## src/rtl/cas_loader_if.sv

```systemverilog
// Download (HPS ioctl) and SDRAM write bus of the cassette loader.
// master: the loader side; slave: the host/memory side.
interface cas_loader_if;
  logic        ioctl_download;
  logic [7:0]  ioctl_index;
  logic        ioctl_wr;
  logic [24:0] ioctl_addr;
  logic [7:0]  ioctl_dout;
  logic        ioctl_wait;
  logic [24:0] sdram_addr;
  logic [7:0]  sdram_din;
  logic        sdram_we;
  logic        sdram_ack;

  modport master (
    input  ioctl_download, ioctl_index, ioctl_wr, ioctl_addr, ioctl_dout,
    output ioctl_wait,
    output sdram_addr, sdram_din, sdram_we,
    input  sdram_ack
  );

  modport slave (
    output ioctl_download, ioctl_index, ioctl_wr, ioctl_addr, ioctl_dout,
    input  ioctl_wait,
    input  sdram_addr, sdram_din, sdram_we,
    output sdram_ack
  );
endinterface

```

## src/rtl/cas_loader.sv

```systemverilog
// CAS image loader: copies the downloaded cassette image into SDRAM,
// tracks image length/validity and counts leader+sync tape blocks.
module cas_loader #(
  parameter logic [7:0]  CAS_INDEX = 8'd1,
  parameter logic [24:0] BASE_ADDR = 25'h0,
  parameter logic [7:0]  LEAD_BYTE = 8'h55,
  parameter logic [7:0]  SYNC_BYTE = 8'h7F,
  parameter logic [7:0]  LEAD_MIN  = 8'd8
) (
  input  logic          clk_i,
  input  logic          reset_i,
  cas_loader_if.master  bus,
  output logic [24:0]   cas_size_o,
  output logic          cas_valid_o,
  output logic [7:0]    cas_blocks_o
);

  typedef enum logic [1:0] {IDLE, ARMED, WRITE, FINISH} state_e;

  state_e      state_q, state_d;
  logic        active, active_q, rise, accept;
  logic [24:0] end_off;
  logic [24:0] addr_q, addr_d;
  logic [7:0]  din_q, din_d;
  logic [24:0] size_q, size_d;
  logic        valid_q, valid_d;
  logic [7:0]  blocks_q, blocks_d;
  logic [7:0]  lead_q, lead_d;

  assign active  = bus.ioctl_download && (bus.ioctl_index == CAS_INDEX);
  assign rise    = active && !active_q;
  // A byte is only taken while armed and the download is still ours; a
  // strobe during WRITE never reaches here, which discards it.
  assign accept  = (state_q == ARMED) && active && bus.ioctl_wr;
  assign end_off = bus.ioctl_addr + 25'd1;

  // State register
  always_ff @(posedge clk_i) begin
    if (reset_i) state_q <= IDLE;
    else         state_q <= state_d;
  end

  // Next-state logic
  always_comb begin
    state_d = state_q;
    unique case (state_q)
      IDLE:   if (rise) state_d = ARMED;
      ARMED: begin
        if (!active)          state_d = FINISH;
        else if (bus.ioctl_wr) state_d = WRITE;
      end
      // Download end seen during a write is deferred until the ack.
      WRITE:  if (bus.sdram_ack) state_d = active ? ARMED : FINISH;
      FINISH: state_d = IDLE;
      default: state_d = IDLE;
    endcase
  end

  // Outputs: write request and backpressure span exactly the WRITE state
  always_comb begin
    bus.sdram_we   = (state_q == WRITE);
    bus.ioctl_wait = (state_q == WRITE);
    bus.sdram_addr = addr_q;
    bus.sdram_din  = din_q;
    cas_size_o     = size_q;
    cas_valid_o    = valid_q;
    cas_blocks_o   = blocks_q;
  end

  // Datapath next values: image bookkeeping and block detector
  always_comb begin
    addr_d   = addr_q;
    din_d    = din_q;
    size_d   = size_q;
    valid_d  = valid_q;
    blocks_d = blocks_q;
    lead_d   = lead_q;
    if ((state_q == IDLE) && rise) begin
      size_d   = '0;
      valid_d  = 1'b0;
      blocks_d = '0;
      lead_d   = '0;
    end
    if (accept) begin
      addr_d = BASE_ADDR + bus.ioctl_addr;
      din_d  = bus.ioctl_dout;
      if (end_off > size_q) size_d = end_off;
      if (bus.ioctl_dout == LEAD_BYTE) begin
        if (lead_q != 8'hFF) lead_d = lead_q + 8'd1;
      end else if ((bus.ioctl_dout == SYNC_BYTE) && (lead_q >= LEAD_MIN)) begin
        if (blocks_q != 8'hFF) blocks_d = blocks_q + 8'd1;
        lead_d = '0;
      end else begin
        lead_d = '0;
      end
    end
    if (state_q == FINISH) valid_d = (size_q != '0);
  end

  // Datapath registers and download edge detector
  always_ff @(posedge clk_i) begin
    if (reset_i) begin
      active_q <= 1'b0;
      addr_q   <= '0;
      din_q    <= '0;
      size_q   <= '0;
      valid_q  <= 1'b0;
      blocks_q <= '0;
      lead_q   <= '0;
    end else begin
      active_q <= active;
      addr_q   <= addr_d;
      din_q    <= din_d;
      size_q   <= size_d;
      valid_q  <= valid_d;
      blocks_q <= blocks_d;
      lead_q   <= lead_d;
    end
  end

endmodule

```

## src/flat_wrapper.sv

```systemverilog
// flat-port wrapper written by rule: the top's interface ports become plain ports
module cas_loader_flat 
#(
  parameter logic [7:0]  CAS_INDEX = 8'd1,
  parameter logic [24:0] BASE_ADDR = 25'h0,
  parameter logic [7:0]  LEAD_BYTE = 8'h55,
  parameter logic [7:0]  SYNC_BYTE = 8'h7F,
  parameter logic [7:0]  LEAD_MIN  = 8'd8
)
  (clk_i, reset_i, cas_size_o, cas_valid_o, cas_blocks_o, bus_ioctl_download, bus_ioctl_index, bus_ioctl_wr, bus_ioctl_addr, bus_ioctl_dout, bus_ioctl_wait, bus_sdram_addr, bus_sdram_din, bus_sdram_we, bus_sdram_ack);
  cas_loader_if bus_i ();
  input  logic clk_i;
  input  logic reset_i;
  output logic [24:0] cas_size_o;
  output logic cas_valid_o;
  output logic [7:0] cas_blocks_o;
  input wire logic [$bits(bus_i.ioctl_download)-1:0] bus_ioctl_download;
  input wire logic [$bits(bus_i.ioctl_index)-1:0] bus_ioctl_index;
  input wire logic [$bits(bus_i.ioctl_wr)-1:0] bus_ioctl_wr;
  input wire logic [$bits(bus_i.ioctl_addr)-1:0] bus_ioctl_addr;
  input wire logic [$bits(bus_i.ioctl_dout)-1:0] bus_ioctl_dout;
  output wire logic [$bits(bus_i.ioctl_wait)-1:0] bus_ioctl_wait;
  output wire logic [$bits(bus_i.sdram_addr)-1:0] bus_sdram_addr;
  output wire logic [$bits(bus_i.sdram_din)-1:0] bus_sdram_din;
  output wire logic [$bits(bus_i.sdram_we)-1:0] bus_sdram_we;
  input wire logic [$bits(bus_i.sdram_ack)-1:0] bus_sdram_ack;
  assign bus_i.ioctl_download = bus_ioctl_download;
  assign bus_i.ioctl_index = bus_ioctl_index;
  assign bus_i.ioctl_wr = bus_ioctl_wr;
  assign bus_i.ioctl_addr = bus_ioctl_addr;
  assign bus_i.ioctl_dout = bus_ioctl_dout;
  assign bus_ioctl_wait = bus_i.ioctl_wait;
  assign bus_sdram_addr = bus_i.sdram_addr;
  assign bus_sdram_din = bus_i.sdram_din;
  assign bus_sdram_we = bus_i.sdram_we;
  assign bus_i.sdram_ack = bus_sdram_ack;
  cas_loader #(.CAS_INDEX(CAS_INDEX), .BASE_ADDR(BASE_ADDR), .LEAD_BYTE(LEAD_BYTE), .SYNC_BYTE(SYNC_BYTE), .LEAD_MIN(LEAD_MIN)) u_core (.clk_i(clk_i), .reset_i(reset_i), .bus(bus_i), .cas_size_o(cas_size_o), .cas_valid_o(cas_valid_o), .cas_blocks_o(cas_blocks_o));
endmodule
```

## config.mk

```make
export PLATFORM = sky130hd
export DESIGN_NAME = cas_loader_flat
export DESIGN_NICKNAME = d
export VERILOG_FILES = /design/src/rtl/cas_loader_if.sv /design/src/rtl/cas_loader.sv /design/src/flat_wrapper.sv
export SDC_FILE = /design/constraint.sdc
export NUM_CORES = 1
export LEC_CHECK = 0
export BUFFER_PORTS_ARGS = -buffer_cell sky130_fd_sc_hd__clkbuf_2
export CAP_MARGIN = 5
export CORE_UTILIZATION = 39
export CTS_CLUSTER_SIZE = 40
export DETAILED_ROUTE_END_ITERATION = 8
export GPL_ROUTABILITY_DRIVEN = 0
export REMOVE_ABC_BUFFERS = 1
export SLEW_MARGIN = 20
export SYNTH_ARGS = -nofsm -noshare
export SYNTH_HDL_FRONTEND = slang
export SYNTH_SLANG_ARGS = --single-unit
```

## constraint.sdc

```tcl
create_clock -name clk_i -period 4 [get_ports clk_i]
set_input_delay 0.2 -clock clk_i [delete_from_list [all_inputs] [get_ports clk_i]]
set_output_delay 0.2 -clock clk_i [all_outputs]
set_load 0.01 [all_outputs]
```

==> results.py <==
metrics = {
    "setup_path": {
        "worst-path-buf-inv": 3,
        "worstSetupStartpointType": "primary input",
        "crit_arrival_ns": 3.77,
        "path_cells": "clkbuf_2 > nand4_1 > or3_1 > buf_4 > nor4_1 > xor2_1 > ha_1 > nand4_1 > nor4_2 > o31ai_1 > a221oi_4 > buf_4 > mux2i_1",
        "crit_path_end_kind": "flip-flop",
        "crit_path_max_fanout": 19,
        "critical_path_class": "primary input to flip-flop",
        "cp_slowest_stage_delay_ns": 0.50,
        "cp.required_ns": 4.27,
        "r2r_cells": 8,
        "crit_path_top_delay_cell": "a221oi_4",
        "worst-path-stages": 13,
        "cp_top_family": "simple AND/OR/NAND/NOR gates",
    },
    "sta": {
        "finalWorstSetupSlack_ns": 0.493,
        "worst_pin_slew_ns": 0.782,
        "min_period_over_period": 0.877,
        "hold_viol_final": 0,
        "rsz0062_at_grt": "false",
        "fmax_mhz": 285,
        "skew_ns": 0.00488,
        "whs_ns": 0.0997,
        "setup_viol": 0,
        "relSlewSlack": 0.479,
        "slew_violations": 0,
        "fin_crit_ns": 3.51,
        "final.setup.tns_ns": 0,
    },
    "yosys": {
        "yosysSeqAreaShare": 0.347,
        "yosys_most_used_dff": "dfxtp_1",
        "avgSynthCellArea_um2": 8.05,
        "synth_cells": 559,
        "yosysWarnings": 0,
        "synthArstFlopShare": 0,
        "synth_area_um2": 4500,
        "synth_cell_types": 51,
        "synth-edff-count": 0,
        "synth.ff_latch_count": 78,
    },
    "clock_network": {
        "cts_hold_buf": 0,
        "post-cts-setup-buffers": 0,
        "cts_tree": "yes",
        "cts-root-buf": "clkbuf_16",
        "htreeDepth": 3,
        "clk_pin_slew_ns": 0.06,
        "cts_resized": 0,
        "cts_buffers": 9,
        "cts_max_path_buffers": 2,
        "clk_latency_ns": 0.34,
        "clkSinkCount": 78,
    },
    "finish": {
        "drive_gt1_frac": 0.222,
        "fin_util": 0.498,
        "final_cell_area_um2": 5490,
        "antenna_cells": 0,
        "syn_to_final_growth_pct": 22.0,
        "final_common_cell": "clkbuf_2",
        "nNetsFinal": 741,
        "layout_common_cells": "clkbuf_2, nand2_1, dfxtp_1",
    },
    "grt": {
        "grt_pass1_vias": 4039,
        "grt_pass1_wl_mm": 19.6,
        "grt.total_usage": 0.215,
        "top_usage_layer": "met2",
        "grt_use_met2": 0.365,
        "use_met3": 0.0640,
        "use_met1": 0.261,
        "grt_max_degree": 42,
        "grt_overflow_total": 0,
        "grt_antenna_before_repair": 0,
    },
    "placed_design": {
        "hpwl_mm": 9.48,
        "io_buffer_count": 114,
        "pre_cts_ws_ns": 0.146,
        "placed_area_um2": 5200,
    },
    "power_and_ir_drop": {
        "powerDensity_nw_per_um2": 315,
        "p_leak_nw": 2.16,
        "seqPwrFrac": 0.449,
        "power.net_switching_uw": 413,
        "vdd_ir_drop_max_v": 0.000243,
        "pwr-share-comb": 0.078,
        "p_int_mw": 1.32,
        "clockPowerShare": 0.472,
        "swShare": 0.239,
    },
    "run_status": {
        "status": "finished clean",
    },
    "job": {
        "drv_cap": 0,
    },
    "floorplanning": {
        "die_x_um": 109,
        "die_area_um2": 12000,
        "ios": 115,
        "start_util": 0.408,
        "fp.dieH_um": 109,
        "coreArea_um2": 11000,
        "fp-row-count": 38,
    },
    "route": {
        "wl_per_cell_um": 15.1,
        "wirelength_mm": 12.2,
        "drtIter0Drc": 215,
        "vias": 4234,
        "viasPerCell": 5.22,
        "detail-route-antenna-nets": 0,
        "firstDrtPassIters": 4,
        "drc_errors": 0,
    },
    "min_path": {
        "worst_hold_path_type": "primary input to flip-flop",
        "whs_path_depth": 3,
    },
}
-- sequential cells by signal (all words and copies together), names as in the netlist --
| name | count |
|---|---|
| u_core.bus.sdram_addr | 25 |
| u_core.cas_size_o | 25 |
| u_core.bus.sdram_din | 8 |
| u_core.cas_blocks_o | 8 |
| u_core.lead_q | 8 |
| u_core.state_q | 2 |
| u_core.active_q | 1 |
| u_core.cas_valid_o | 1 |
-- worst paths after layout --
| kind | startpoint | endpoint | slack (ns) |
|---|---|---|---|
| setup / recovery | bus_ioctl_addr[7] | u_core.cas_size_o[2] | 0.49 |
| hold / removal | bus_ioctl_dout[2] | u_core.bus.sdram_din[2] | 0.1 |
| setup reg to reg | u_core.cas_size_o[24] | u_core.cas_size_o[2] | 1.31 |
| hold reg to reg | u_core.bus.sdram_addr[9] | u_core.bus.sdram_addr[9] | 0.45 |
-- logic make-up after synthesis --
logic type                 after synthesis  synth area share
DFF                                     78             0.347
muxes                                   29            0.0659
and+or+nand+nor                        249             0.284
adders and majority gates               29            0.0807
xor gates and xnor gates                28            0.0545
AOI/OAI and AO/OA                       83             0.110
buffers and inverters                   63            0.0576
-- layout make-up --
type / count / area, um^2
Fill cell: 1110 / 5540
Clock buffer: 11 / 233
Tap cell: 140 / 175
Timing Repair Buffer: 122 / 631
Multi-Input combinational cell: 418 / 2690
Sequential cell: 78 / 1560
Inverter: 37 / 139
Clock inverter: 5 / 58.8
-- through the flow --
stage | cells | total power [mW]
2_1_floorplan | 533 | 0.859
3_3_place_gp | 795 | 0.925
3_5_place_dp | 795 | 0.929
4_1_cts | 811 | 1.75
5_1_grt | 811 | 1.81
6_report | 811 | 1.73
-- layer usage --
metal / part of all wire / wire length (um)
met1: 0.45 / 5510
met2: 0.48 / 5900
met3: 0.049 / 597
met4: 0.019 / 237
met5: 0 / 0
-- power by group through the flow --
stage / clock, mW / combinational (mW) / sequential, mW
6_report: 0.817 / 0.135 / 0.777
5_1_grt: 0.878 / 0.151 / 0.776
3_3_place_gp: 0 / 0.131 / 0.794
2_1_floorplan: 0 / 0.0648 / 0.794
4_1_cts: 0.838 / 0.135 / 0.777
3_5_place_dp: 0 / 0.134 / 0.794
-- worst register-to-register path: stages (launching register included) --
cell	delay, ns
dfxtp_1	0.38
inv_1	0.07
ha_1	0.32
nand4_1	0.19
nor4_2	0.36
o31ai_1	0.17
a221oi_4	0.50
buf_4	0.40
mux2i_1	0.24
-- synthesized netlist by cell type (11+ instances only) --
library cell   n  area [um^2]
inv_1         37          139
a21oi_1       49          245
clkbuf_1      17         63.8
or3_1         18          113
mux2i_1       24          240
dfxtp_1       78         1560
nand3_1       21          105
nand2_1       94          353
nor3_1        22          110
nor2_1        20         75.1
o21ai_0       11         55.1
ha_1          29          363
xnor2_1       18          158
nand2b_1      21          131
Note: power is estimated with default switching activity, not from simulation.
